### config.mk
export PLATFORM = sky130hd
export DESIGN_NAME = triadic_branch_condition
export DESIGN_NICKNAME = d
export VERILOG_FILES = /design/src/rtl/triadic_branch_condition.sv
export SDC_FILE = /design/constraint.sdc
export NUM_CORES = 1
export LEC_CHECK = 0
export CELL_PAD_IN_SITES_DETAIL_PLACEMENT = 1
export CELL_PAD_IN_SITES_GLOBAL_PLACEMENT = 1
export CORE_MARGIN = 2
export CORE_UTILIZATION = 35
export DETAILED_ROUTE_END_ITERATION = 6
export PLACE_DENSITY = 0.64
export SYNTH_ARGS = -nofsm -noshare
export SYNTH_HDL_FRONTEND = slang
export SYNTH_SLANG_ARGS = --single-unit
export TNS_END_PERCENT = 5
### constraint.sdc
create_clock -name clock -period 4.3 [get_ports clock]
set_clock_uncertainty 0.2 [all_clocks]
set_input_delay 0.645 -clock clock [delete_from_list [all_inputs] [get_ports clock]]
set_output_delay 0.645 -clock clock [all_outputs]
set_load 0.01 [all_outputs]
### src/rtl/triadic_branch_condition.sv
`default_nettype none
// +--------------------------------------------------------------------------+
// | triadic_branch_condition: per-thread branch evaluation with loop counters |
// | Option macro: TRIADIC_BRANCH_COUNTER_RELOAD_EN       Revision: 1.0       |
// +--------------------------------------------------------------------------+
module triadic_branch_condition #(
  parameter int COUNTER_WIDTH      = 12,
  parameter int THREAD_COUNT       = 8,
  parameter int THREAD_COUNT_WIDTH = 3,
  parameter int INITIAL_THREAD     = 0
) (
  input  logic                          clock,
  input  logic                          reset_n,
  input  logic                          R_zero,
  input  logic                          R_negative,
  input  logic                          IO_Ready,
  input  logic                          Cancel,
  input  logic                          branch_valid,
  input  logic [2:0]                    cond,
  input  logic                          counter_load_en,
  input  logic [COUNTER_WIDTH-1:0]      counter_load_data,
  output logic                          branch_taken,
  output logic [THREAD_COUNT_WIDTH-1:0] branch_thread,
  output logic                          counter_zero
);

  localparam logic [THREAD_COUNT_WIDTH-1:0] C_LAST_THREAD  = THREAD_COUNT_WIDTH'(THREAD_COUNT - 1);
  localparam logic [THREAD_COUNT_WIDTH-1:0] C_FIRST_THREAD = THREAD_COUNT_WIDTH'(INITIAL_THREAD);

  localparam logic [2:0] C_COND_NEVER  = 3'd0;
  localparam logic [2:0] C_COND_ALWAYS = 3'd1;
  localparam logic [2:0] C_COND_ZERO   = 3'd2;
  localparam logic [2:0] C_COND_NZERO  = 3'd3;
  localparam logic [2:0] C_COND_NEG    = 3'd4;
  localparam logic [2:0] C_COND_POS    = 3'd5;
  localparam logic [2:0] C_COND_LOOP   = 3'd6;
  localparam logic [2:0] C_COND_CZERO  = 3'd7;

  logic [THREAD_COUNT_WIDTH-1:0] thread_q;
  logic [THREAD_COUNT_WIDTH-1:0] thread_d;

  logic [THREAD_COUNT_WIDTH-1:0] s1_thread_q;
  logic                          s1_zero_q;
  logic                          s1_neg_q;
  logic                          s1_branch_q;
  logic [2:0]                    s1_cond_q;
  logic                          s1_load_q;
  logic [COUNTER_WIDTH-1:0]      s1_data_q;
  logic                          s1_not_nop_q;

  logic [COUNTER_WIDTH-1:0]      counter_q [THREAD_COUNT];
  logic [COUNTER_WIDTH-1:0]      counter_d;

  logic [COUNTER_WIDTH-1:0]      w_count;
  logic                          w_live;
  logic                          w_load;
  logic                          w_cond_met;
  logic                          w_taken;

  logic                          taken_q;
  logic [THREAD_COUNT_WIDTH-1:0] out_thread_q;
  logic                          zero_q;

`ifdef TRIADIC_BRANCH_COUNTER_RELOAD_EN
  logic [COUNTER_WIDTH-1:0]      reload_q [THREAD_COUNT];
`endif

  // The thread slot rotates unconditionally; stalls only suppress the instruction.
  always_comb begin
    thread_d = thread_q + 1'b1;
    if (thread_q == C_LAST_THREAD) begin
      thread_d = '0;
    end
  end

  always_ff @(posedge clock) begin
    if (!reset_n) begin
      thread_q     <= C_FIRST_THREAD;
      s1_thread_q  <= C_FIRST_THREAD;
      s1_zero_q    <= 1'b0;
      s1_neg_q     <= 1'b0;
      s1_branch_q  <= 1'b0;
      s1_cond_q    <= C_COND_NEVER;
      s1_load_q    <= 1'b0;
      s1_data_q    <= '0;
      s1_not_nop_q <= 1'b0;
    end else begin
      thread_q     <= thread_d;
      s1_thread_q  <= thread_q;
      s1_zero_q    <= R_zero;
      s1_neg_q     <= R_negative;
      s1_branch_q  <= branch_valid;
      s1_cond_q    <= cond;
      s1_load_q    <= counter_load_en;
      s1_data_q    <= counter_load_data;
      s1_not_nop_q <= IO_Ready & ~Cancel;
    end
  end

  always_comb begin
    w_count    = counter_q[s1_thread_q];
    w_live     = s1_branch_q & s1_not_nop_q;
    w_load     = s1_load_q & s1_not_nop_q;
    w_cond_met = 1'b0;
    case (s1_cond_q)
      C_COND_NEVER:  w_cond_met = 1'b0;
      C_COND_ALWAYS: w_cond_met = 1'b1;
      C_COND_ZERO:   w_cond_met = s1_zero_q;
      C_COND_NZERO:  w_cond_met = ~s1_zero_q;
      C_COND_NEG:    w_cond_met = s1_neg_q;
      C_COND_POS:    w_cond_met = ~s1_zero_q & ~s1_neg_q;
      C_COND_LOOP:   w_cond_met = (w_count != '0);
      C_COND_CZERO:  w_cond_met = (w_count == '0);
      default:       w_cond_met = 1'b0;
    endcase
    w_taken = w_live & w_cond_met;

    // A load wins over a same-instruction loop decrement; the decision above
    // still uses the pre-update count.
    counter_d = w_count;
    if (w_load) begin
      counter_d = s1_data_q;
    end else if (w_live && (s1_cond_q == C_COND_LOOP)) begin
      if (w_count != '0) begin
        counter_d = w_count - 1'b1;
      end else begin
`ifdef TRIADIC_BRANCH_COUNTER_RELOAD_EN
        counter_d = reload_q[s1_thread_q];
`else
        counter_d = '0;
`endif
      end
    end
  end

  always_ff @(posedge clock) begin
    if (!reset_n) begin
      for (int t = 0; t < THREAD_COUNT; t++) begin
        counter_q[t] <= '0;
      end
    end else begin
      counter_q[s1_thread_q] <= counter_d;
    end
  end

`ifdef TRIADIC_BRANCH_COUNTER_RELOAD_EN
  always_ff @(posedge clock) begin
    if (!reset_n) begin
      for (int t = 0; t < THREAD_COUNT; t++) begin
        reload_q[t] <= '0;
      end
    end else if (w_load) begin
      reload_q[s1_thread_q] <= s1_data_q;
    end
  end
`endif

  always_ff @(posedge clock) begin
    if (!reset_n) begin
      taken_q      <= 1'b0;
      out_thread_q <= '0;
      zero_q       <= 1'b0;
    end else begin
      taken_q      <= w_taken;
      out_thread_q <= s1_thread_q;
      zero_q       <= (counter_d == '0);
    end
  end

  assign branch_taken  = taken_q;
  assign branch_thread = out_thread_q;
  assign counter_zero  = zero_q;

endmodule
`default_nettype wire
==> results.yml, run 1 <==
floorplanning:
  dieWidth_um: 132
  die_area_mm2: 0.0173
  rows: 46
  top_level_ports: 28
  core_mm2: 0.0159
  die_height_um: 132
  initial_utilization_pct: 35.9
timing:
  setup-violations-final: 0
  rsz0062_at_grt: "false"
  fmaxAchievable_mhz: 268
  setup_slack_after_layout_ps: 571
  layout_min_cycle_time_ps: 3730
  report.final.slew_viol_count: 0
  period_share_pct: 86.7
  timing_worst_slew_pin_value_ps: 978
  fin_setup_tns_ps: 0
  timing.final.hold_violations: 0
  slew_headroom_pct: 34.8
placed_design:
  dp.final_hpwl_um: 9640
  gp_congestion: 0.810
  dp_slack_ps: 548
  placed_cells: 674
  port_buffers: 27
clocking:
  ctsResizeCount: 0
  clkLatencyLatePin_ps: 420
  number_of_setup_buffers_added_after_cts: 0
  cts_tree: "done"
  htree_num_levels: 4
  clk_path_buf_depth: 2
  cts.reportedPaths.clkPinSlew_ps: 50
  clk_root_buffer_cell: "sky130_fd_sc_hd__clkbuf_16"
  cts_made_buffers: 17
  cts.hold.buffers_added: 0
  clock-sinks: 127
synthesis:
  asyncSetResetFlopFracSynth_pct: 0
  postSynthAreaPerCell_um2: 13.0
  yosys_warnings: 0
  post_synth_edffs: 96
  synth.area.top_cells: "sky130_fd_sc_hd__edfxtp_1 (51%), sky130_fd_sc_hd__dfxtp_1 (11%), sky130_fd_sc_hd__mux4_2 (7.9%)"
  synth_compound_gate_area_share_pct: 6.49
  synth-xor-area-share_pct: 0.614
  synth_top_family_by_area: "simple AND/OR/NAND/NOR gates"
  post-synth-top-area-fraction_pct: 50.5
  postSynthCellCount: 438
  synth_flop_type: "sky130_fd_sc_hd__edfxtp_1"
  yosys.area_share.adder_pct: 0.877
  yosysSeqAreaShare_pct: 61.4
  synth-seq-cells: 127
  yosys-mux-area-fraction_pct: 10.9
  yosysUniqueCellTypes: 61
  syn_area_mm2: 0.00571
  synth_fp_nets: 465
  synthSimpleGateAreaFrac_pct: 17.1
  yosys.area.top_type: "sky130_fd_sc_hd__edfxtp_1"
detailed_routing:
  drt-vias-per-instance: 5.13
  detail_route.drc_violations: 0
  drt_pass1_iterations: 4
  ant_nets: 0
  dr.first_iter.drc_count: 240
  route.vias.total: 3622
  wl_per_cell_um: 21.1
  routed_wirelength_um: 14900
global_routing:
  global_route.overflow_total: 0
  grt_antenna_before_repair: 0
  vias_in_the_first_global_route: 3768
  globalRouteTotalUtil_pct: 18.2
  pin_count_of_the_biggest_net_entering_global_routing: 31
  grt_first_pass_wirelength_um: 22700
worst_setup_path:
  worstSetupPathType: "flop to flop"
  wp_data_required_ps: 4430
  arrival_ps: 3860
  worstSetupEndpointType: "flop"
  critPathLaunchType: "flop"
  critical_path.max_fanout: 15
final_layout:
  layout.nets: 504
  post_route_cells_drive_above_1_share_pct: 19.8
  final_core_utilization_pct: 43.0
  diodes: 0
  area_growth_pct: 19.8
  final_cell_count_no_fill: 706
outcome:
  run_status: "finished clean"
min_path:
  hold_path_class: "flop to flop"
pwr:
  power.ir.vdd_worst_uv: 217
  p_per_area_mw_per_mm2: 461
  p_leak_nw: 2.39
run:
  cap_viol_max_count: 0
-- registers in the layout, indices dropped and copies added (netlist names) --
name           count
s1_neg_q           1
s1_cond_q          3
branch_taken       1
s1_load_q          1
counter_zero       1
branch_thread      3
s1_branch_q        1
s1_thread_q        3
s1_data_q         12
counter_q         96
s1_not_nop_q       1
s1_zero_q          1
thread_q           3
-- cells in the final DEF, fill, tap and decap left out, types with 3 or more instances in the layout --
cell type,instances
sky130_fd_sc_hd__o21ai_1,3
sky130_fd_sc_hd__clkdlybuf4s50_1,27
sky130_fd_sc_hd__nor2b_1,5
sky130_fd_sc_hd__clkinv_1,3
sky130_fd_sc_hd__mux4_2,20
sky130_fd_sc_hd__nand4_1,5
sky130_fd_sc_hd__nand3b_1,4
sky130_fd_sc_hd__clkinvlp_4,4
sky130_fd_sc_hd__o21ai_0,5
sky130_fd_sc_hd__edfxtp_1,96
sky130_fd_sc_hd__and2_1,28
sky130_fd_sc_hd__clkbuf_16,17
sky130_fd_sc_hd__buf_4,20
sky130_fd_sc_hd__a21oi_1,6
sky130_fd_sc_hd__mux2i_1,9
sky130_fd_sc_hd__o21ai_2,3
sky130_fd_sc_hd__ha_1,4
sky130_fd_sc_hd__nand3_1,9
sky130_fd_sc_hd__nand2_1,17
sky130_fd_sc_hd__nor2_1,102
sky130_fd_sc_hd__a32oi_2,3
sky130_fd_sc_hd__dfxtp_1,30
sky130_fd_sc_hd__nand2b_1,3
sky130_fd_sc_hd__and3_1,5
sky130_fd_sc_hd__clkinv_2,6
-- power by group --
| group | total (W) | internal, W | switching [W] | leakage, nW |
|---|---|---|---|---|
| Combinational | 0.000434 | 0.000183 | 0.000251 | 0.873 |
| Clock | 0.00130 | 0.000778 | 0.000517 | 0.254 |
| Sequential | 0.00142 | 0.00139 | 0.0000313 | 1.27 |
| Total | 0.00315 | 0.00235 | 0.000800 | 2.39 |
-- cells in the mapped netlist, types with 2 or more instances --
master and instances:
sky130_fd_sc_hd__ha_1 4, sky130_fd_sc_hd__a21oi_1 6, sky130_fd_sc_hd__clkbuf_1 15, sky130_fd_sc_hd__or3_1 2, sky130_fd_sc_hd__mux2i_4 2, sky130_fd_sc_hd__nand2_1 17, sky130_fd_sc_hd__nor2b_1 5, sky130_fd_sc_hd__buf_2 6
sky130_fd_sc_hd__buf_4 4, sky130_fd_sc_hd__a31oi_1 2, sky130_fd_sc_hd__and3_1 5, sky130_fd_sc_hd__and3b_1 2, sky130_fd_sc_hd__xor2_1 2, sky130_fd_sc_hd__nand3b_1 4, sky130_fd_sc_hd__o22ai_1 2, sky130_fd_sc_hd__and2_1 28
sky130_fd_sc_hd__edfxtp_1 96, sky130_fd_sc_hd__a22oi_1 2, sky130_fd_sc_hd__o31ai_1 3, sky130_fd_sc_hd__mux2i_1 9, sky130_fd_sc_hd__mux4_2 20, sky130_fd_sc_hd__xnor2_1 2, sky130_fd_sc_hd__mux2_2 2, sky130_fd_sc_hd__nand4_1 5
sky130_fd_sc_hd__o21ai_0 8, sky130_fd_sc_hd__nor2_1 102, sky130_fd_sc_hd__o21a_1 2, sky130_fd_sc_hd__o21ai_1 2, sky130_fd_sc_hd__dfxtp_1 31, sky130_fd_sc_hd__buf_6 3, sky130_fd_sc_hd__nand2b_1 3, sky130_fd_sc_hd__a22oi_2 2
sky130_fd_sc_hd__a21boi_1 2, sky130_fd_sc_hd__a32oi_2 3, sky130_fd_sc_hd__nand3_1 9
-- routing by layer --
layer  track usage (%)  wire (um)  part of all wire, %
met3              3.36        685                  4.6
met4              7.25        233                  1.6
met5                 0          0                    0
met1              23.2       6690                   45
met2              30.7       7300                   49
-- cells by family (layout without fill, tap and decap cells) --
logic type	Yosys count	in the layout
compound gates	44	44
xor+xnor	4	4
fa+ha+maj	4	4
buf+inv	29	81
flops	127	127
mux	34	34
simple gates	196	196
-- final timing paths --
kind	startpoint	to	slack (ps)	depth (start not counted)
min	thread_q[0]$_SDFF_PP0_	thread_q[0]$_SDFF_PP0_	250	1
max	s1_thread_q[0]$_SDFF_PN0_	counter_zero$_SDFF_PN0_	570	10
max reg2reg	s1_thread_q[0]$_SDFF_PN0_	counter_zero$_SDFF_PN0_	570	10
min reg2reg	thread_q[0]$_SDFF_PP0_	thread_q[0]$_SDFF_PP0_	250	1
-- worst max-delay path, cell delays in order, from the launching register on --
cell                      delay [ps]
sky130_fd_sc_hd__dfxtp_2         660
sky130_fd_sc_hd__buf_12          230
sky130_fd_sc_hd__mux4_2          520
sky130_fd_sc_hd__mux2i_1         220
sky130_fd_sc_hd__buf_4           170
sky130_fd_sc_hd__and4_4          260
sky130_fd_sc_hd__nand3_2         140
sky130_fd_sc_hd__or4_4           470
sky130_fd_sc_hd__a32oi_4         380
sky130_fd_sc_hd__nand4_2         130
sky130_fd_sc_hd__nor4b_2         260
-- through the flow --
stage	area [um2]	power (W)	hold WS [ps]
floorplan	5710	0.00172	218
global route	6840	0.00326	296
detailed placement	6310	0.00188	249
finish	6840	0.00315	253
CTS	6840	0.00317	256
global placement	6310	0.00187	235
-- final cells by class --
| cell class | instances | area, um2 |
|---|---|---|
| fill | 1665 | 9050 |
| sequential | 127 | 3500 |
| multi-input combinational | 282 | 2070 |
| timing repair buffer | 49 | 460 |
| clock buffer | 18 | 429 |
| tap | 216 | 270 |
| clock inverter | 14 | 101 |
(Power assumes the default switching activity.)
==> inputs of run 2 (changes only) <==
- CORE_MARGIN: 2 -> 5
==> results.yml, run 2 (synthesized netlist as in run 1, its figures left out) <==
floorplanning:
  top_level_ports: 28
  rows: 46
  initial_utilization_pct: 35.8
  core_mm2: 0.0159
  die_area_mm2: 0.0190
  dieWidth_um: 138
  die_height_um: 138
placed_design:
  port_buffers: 27
  dp.final_hpwl_um: 10600
  place_area_mm2: 0.00629
  gp_congestion: 0.843
global_routing:
  grt_antenna_before_repair: 0
  global_route.overflow_total: 0
  globalRouteTotalUtil_pct: 18.3
  grt_first_pass_wirelength_um: 24500
  pin_count_of_the_biggest_net_entering_global_routing: 30
  vias_in_the_first_global_route: 4046
final_layout:
  largest_register_ff_count: 96
  fillers: 1652
  layout.cells.most_common: "sky130_fd_sc_hd__nor2_1"
  stdcell_area_mm2: 0.00691
  diodes: 0
  commonest_cells_after_routing_fill_and_taps_aside: "sky130_fd_sc_hd__nor2_1 (102), sky130_fd_sc_hd__edfxtp_1 (96), sky130_fd_sc_hd__dfxtp_1 (30), sky130_fd_sc_hd__and2_1 (28), sky130_fd_sc_hd__clkdlybuf4s50_1 (27)"
  largest_register: "counter_q"
  post_route_cells_drive_above_1_share_pct: 20.4
  top_registers: "counter_q x96, s1_data_q x12"
  area_growth_pct: 21.1
  layout.nets: 503
timing:
  layout_min_cycle_time_ps: 3890
  report.final.slew_viol_count: 0
  holdWs_ps: 244
  timing.final.hold_violations: 0
  fin_setup_tns_ps: 0
  slew_headroom_pct: 28.9
  fmaxAchievable_mhz: 257
  rsz0062_at_grt: "false"
  timing_worst_slew_pin_value_ps: 1070
  period_share_pct: 90.6
  setup-violations-final: 0
worst_setup_path:
  critical_path.max_fanout: 15
  worstRegToRegCells: 9
  cp_startpoint: "s1_thread_q[0]$_SDFF_PN0_"
  critPathLaunchType: "flop"
  wp_data_required_ps: 4240
  r2r_end: "counter_q[3][9]$_SDFFCE_PN0P_"
  critical_path.reg2reg.startpoint: "s1_thread_q[0]$_SDFF_PN0_"
  r2r_slack_ps: 410
  worstSetupEndpointType: "flop"
  worstSetupPathType: "flop to flop"
  crit_path_end: "counter_q[3][9]$_SDFFCE_PN0P_"
  arrival_ps: 3830
detailed_routing:
  routed_wirelength_um: 15900
  drt-vias-per-instance: 5.28
  ant_nets: 0
  detail_route.drc_violations: 0
  dr.first_iter.drc_count: 254
  route.vias.total: 3723
  wl_per_cell_um: 22.6
  drt_pass1_iterations: 5
clocking:
  clkLatencyLatePin_ps: 420
  cts_tree: "done"
  clk_path_buf_depth: 2
  ctsResizeCount: 0
  cts.hold.buffers_added: 0
  cts.reportedPaths.clkPinSlew_ps: 50
  htree_num_levels: 4
  clk_root_buffer_cell: "sky130_fd_sc_hd__clkbuf_16"
  clock-sinks: 127
  number_of_setup_buffers_added_after_cts: 0
  cts_made_buffers: 17
min_path:
  hold_path_class: "flop to flop"
pwr:
  p_leak_nw: 2.43
  p_per_area_mw_per_mm2: 487
  power.ir.vdd_worst_uv: 278
outcome:
  run_status: "finished clean"
run:
  cap_viol_max_count: 0
[run 2: cell count changes in the layout (fill, tap and decap cells not counted), moves of 2 or more]
cell	delta
sky130_fd_sc_hd__bufinv_16	+3
sky130_fd_sc_hd__clkinv_4	+3
sky130_fd_sc_hd__clkinv_1	-2
sky130_fd_sc_hd__clkinv_2	-2
sky130_fd_sc_hd__clkinvlp_4	-2
[run 2: per-stage QoR]
step / cells / total power (W) / utilization (%) / setup slack, ps
6_report: 705 / 0.00337 / 43.3 / 405
5_1_grt: 705 / 0.00349 / 43.3 / 177
4_1_cts: 705 / 0.00339 / 43.3 / 368
3_5_place_dp: 673 / 0.00189 / 39.5 / 380
3_3_place_gp: 673 / 0.00187 / 39.5 / 462
2_1_floorplan: 438 / 0.00172 / - / 1070
[run 2: worst max-delay path, stage by stage (launching register included)]
cell,delay (ps)
sky130_fd_sc_hd__dfxtp_2,660
sky130_fd_sc_hd__buf_4,290
sky130_fd_sc_hd__buf_4,180
sky130_fd_sc_hd__mux4_2,500
sky130_fd_sc_hd__mux2i_1,350
sky130_fd_sc_hd__and4bb_1,460
sky130_fd_sc_hd__a31oi_4,250
sky130_fd_sc_hd__a32oi_2,400
sky130_fd_sc_hd__buf_4,240
sky130_fd_sc_hd__nor2_1,60
[run 2: worst min path at each step]
| stage | startpoint | to | slack (ps) | depth (start not counted) |
|---|---|---|---|---|
| finish | thread_q[0]$_SDFF_PP0_ | thread_q[0]$_SDFF_PP0_ | 240 | 1 |
| CTS | thread_q[0]$_SDFF_PP0_ | thread_q[0]$_SDFF_PP0_ | 250 | 1 |
| global placement | thread_q[0]$_SDFF_PP0_ | thread_q[0]$_SDFF_PP0_ | 230 | 1 |
| floorplan | thread_q[0]$_SDFF_PP0_ | thread_q[0]$_SDFF_PP0_ | 220 | 1 |
| global route | thread_q[0]$_SDFF_PP0_ | thread_q[0]$_SDFF_PP0_ | 280 | 1 |
| detailed placement | thread_q[0]$_SDFF_PP0_ | thread_q[0]$_SDFF_PP0_ | 240 | 1 |
[run 2: metal layers]
metal / up-vias / GRT usage [%] / wire length (um)
li1: 1690 / - / -
met4: 0 / 6.20 / 297
met5: - / 0 / 0
met1: 1891 / 23.7 / 7030
met2: 120 / 29.6 / 7760
met3: 22 / 4.97 / 848
[run 2: layout make-up]
cell class | instances | area [um2] | area share, %
sequential | 127 | 3500 | 50.7
timing repair buffer | 48 | 440 | 6.37
clock inverter | 15 | 194 | 2.81
multi-input combinational | 282 | 2080 | 30.0
clock buffer | 17 | 425 | 6.16
tap | 216 | 270 | 3.91
[run 2: power by group]
group          internal, W  leakage, nW  switching (W)
sequential         0.00139         1.27      0.0000334
clock             0.000966        0.300       0.000538
combinational     0.000179        0.867       0.000260
total              0.00254         2.43       0.000831
==> variant: new RTL, settings of run 2 <==
Set the parameter `COUNTER_WIDTH` to 18 (it was 12).
--- a/src/rtl/triadic_branch_condition.sv
+++ b/src/rtl/triadic_branch_condition.sv
@@ -4,7 +4,7 @@
 // | Option macro: TRIADIC_BRANCH_COUNTER_RELOAD_EN       Revision: 1.0       |
 // +--------------------------------------------------------------------------+
 module triadic_branch_condition #(
-  parameter int COUNTER_WIDTH      = 12,
+  parameter int COUNTER_WIDTH      = 18,
   parameter int THREAD_COUNT       = 8,
   parameter int THREAD_COUNT_WIDTH = 3,
   parameter int INITIAL_THREAD     = 0
Ports: changed (resized counter_load_data); port bits go from 28 to 34. No check against the original RTL was run, so the function may have changed too.
==> variant against run 2 <==
Area after synthesis up 43%; wire length rose by 43%; first-iteration DRC count rose by 87%; sequential cell count grew 54; total power grew 21%; worst setup slack lost 0.20 ns; design area grew 38%.
==> variant: results (changes against run 2) <==
- Worst slew pin tran: 1.12 ns (+0.0567 ns)
- Dpl ws: 0.201 ns (-0.179 ns)
- Status: completed
- GP Congestion: 0.905 (+7.4%)
- Share of cells above drive strength 1: 0.179 (-0.0252)
- Worst-Skew Late Latency: 0.43 ns
- Initial antenna violation count: 0 (unchanged)
- Total track usage: 0.178 (-0.00487)
- Lkg Pwr: 3.38 nW (+39%)
- Worst path max stage delay: 0.66 ns (about the same)
- Pin count of the biggest net entering global routing: 44 (+47%)
- Top cells by count, synth: 161 x nor2_1, 144 x edfxtp_1, 37 x dfxtp_1, 35 x nand2_1, 32 x and2_1
- Sequential area share after synthesis: 0.619 (+0.00529)
- Final nets: 717 (+43%)
- Initial DRC Count: 476 (+87%)
- Drt total wl: 22800 um (+43%)
- EDFF count, synth: 144 (+50%)
- Worst reg2reg path depth: 11 (+2)
- Yosys top cell area share: 0.529 (+0.0235)
- Crit path max fanout: 43 (+28)
- Vias in the first global route: 5855 (+45%)
- Hold_buf cts: 0 (unchanged)
- Async set-or-reset flop fraction in the synthesized netlist: 0 (unchanged)
- Critical Path AT: 4.23 ns (+0.40 ns)
- Top post-synthesis cells by area: edfxtp_1 53%, dfxtp_1 9.1%, nor2_1 7.4%
- 1st-pass router iterations: 5 (unchanged)
- Maximum vdd ir drop: 301 uV (+8.5%)
- Mapped Nets: 664 (+43%)
- Post-synth top flop: edfxtp_1
- Total number of vias: 5340 (+43%)
- Pint: 0.00296 W (+17%)
- Global-route wire length before repair: 34900 um (+42%)
- Biggest regs: counter_q (144), s1_data_q (18)
- Initial Util: 0.352 (-0.00632)
- Post-synth cell types: 66 (+8.2%)
- Detailed Place HPWL: 15300 um (+45%)
- Tcrit/Tclk final: 0.953 (+0.0469)
- Clock-pin slew on the worst setup and hold paths: 0.07 ns (+0.02 ns)
- Crit-path slowest cell: mux4_1
- RR Endpoint: counter_zero
- Number of buffers added on ports: 33 (+22%)
==> variant: cell types whose count changed after synthesis, moves of 6 or more <==
cell,change
edfxtp_1,+48
o21ai_0,+6
nor2_1,+59
mux2_2,+6
nand2_1,+18
dfxtp_1,+6
mux2i_1,+8
==> variant: what timing repair did <==
| action | CTS | global route |
|---|---|---|
| endpoints found under the setup margin | 0 | 35 |
| hold endpoints to repair | 0 | 0 |
| resized for setup | 0 | 1 |
| buffers inserted | 0 | 2 |
==> variant: how the worst min path moves through the flow <==
stage / start / end / slack [ns] / cells past startpoint
floorplan: thread_q[0] / thread_q[0] / 0.22 / 1
global placement: thread_q[0] / thread_q[0] / 0.23 / 1
detailed placement: thread_q[0] / thread_q[0] / 0.27 / 1
CTS: thread_q[0] / thread_q[0] / 0.28 / 1
global route: thread_q[0] / thread_q[0] / 0.29 / 1
finish: thread_q[0] / thread_q[0] / 0.27 / 1
==> variant: cell families after synthesis <==
| family | synth area share |
|---|---|
| AOI/OAI and AO/OA | 0.0544 |
| xor gates and xnor gates | 0.0107 |
| adders and majority gates | 0.00459 |
| buffers and inverters | 0.0231 |
| DFF | 0.619 |
| muxes | 0.118 |
| and+or+nand+nor | 0.170 |
==> variant: power by group through the flow <==
stage / sequential [W] / clock, W / combinational [W]
floorplan: 0.00205 / 0 / 0.000402
global placement: 0.00206 / 0 / 0.000618
detailed placement: 0.00207 / 0 / 0.000628
CTS: 0.00203 / 0.00142 / 0.000634
global route: 0.00204 / 0.00149 / 0.000681
finish: 0.00203 / 0.00140 / 0.000636
==> variant: worst max-delay path, delay by kind of cell, from the launching register on <==
family                 cells  cell delay, ns
AND/OR/NAND/NOR            4            1.11
buffers and inverters      2            0.53
AO/OA/AOI/OAI              3            0.67
multiplexers               2            0.93
flip-flops                 1            0.52
==> variant: final cells by class <==
type                    instances  area (um^2)
fillers                      2518        13700
flip-flops and latches        181         5070
inverters                       3         11.3
repair buffers                 68          606
clock buffers                  19          433
well taps                     319          399
clock inverters                12         81.3
multi-input cells             414         2950
==> variant: metal layers <==
metal | GRT usage | share of wire | vias to the layer above
met3 | 0.0304 | 0.042 | 34
met2 | 0.301 | 0.50 | 131
met5 | 0 | 0 | -
met4 | 0.0480 | 0.016 | 0
li1 | - | - | 2416
met1 | 0.237 | 0.45 | 2759
==> variant: metrics by stage <==
stage / area (um^2) / utilization / hold WS (ns) / instances
after floorplan: 8180 / - / 0.218 / 632
after global placement: 9020 / 0.388 / 0.233 / 983
after detailed placement: 9020 / 0.388 / 0.270 / 983
after CTS: 9530 / 0.410 / 0.280 / 1014
after global routing: 9550 / 0.411 / 0.293 / 1016
final: 9550 / 0.411 / 0.271 / 1016
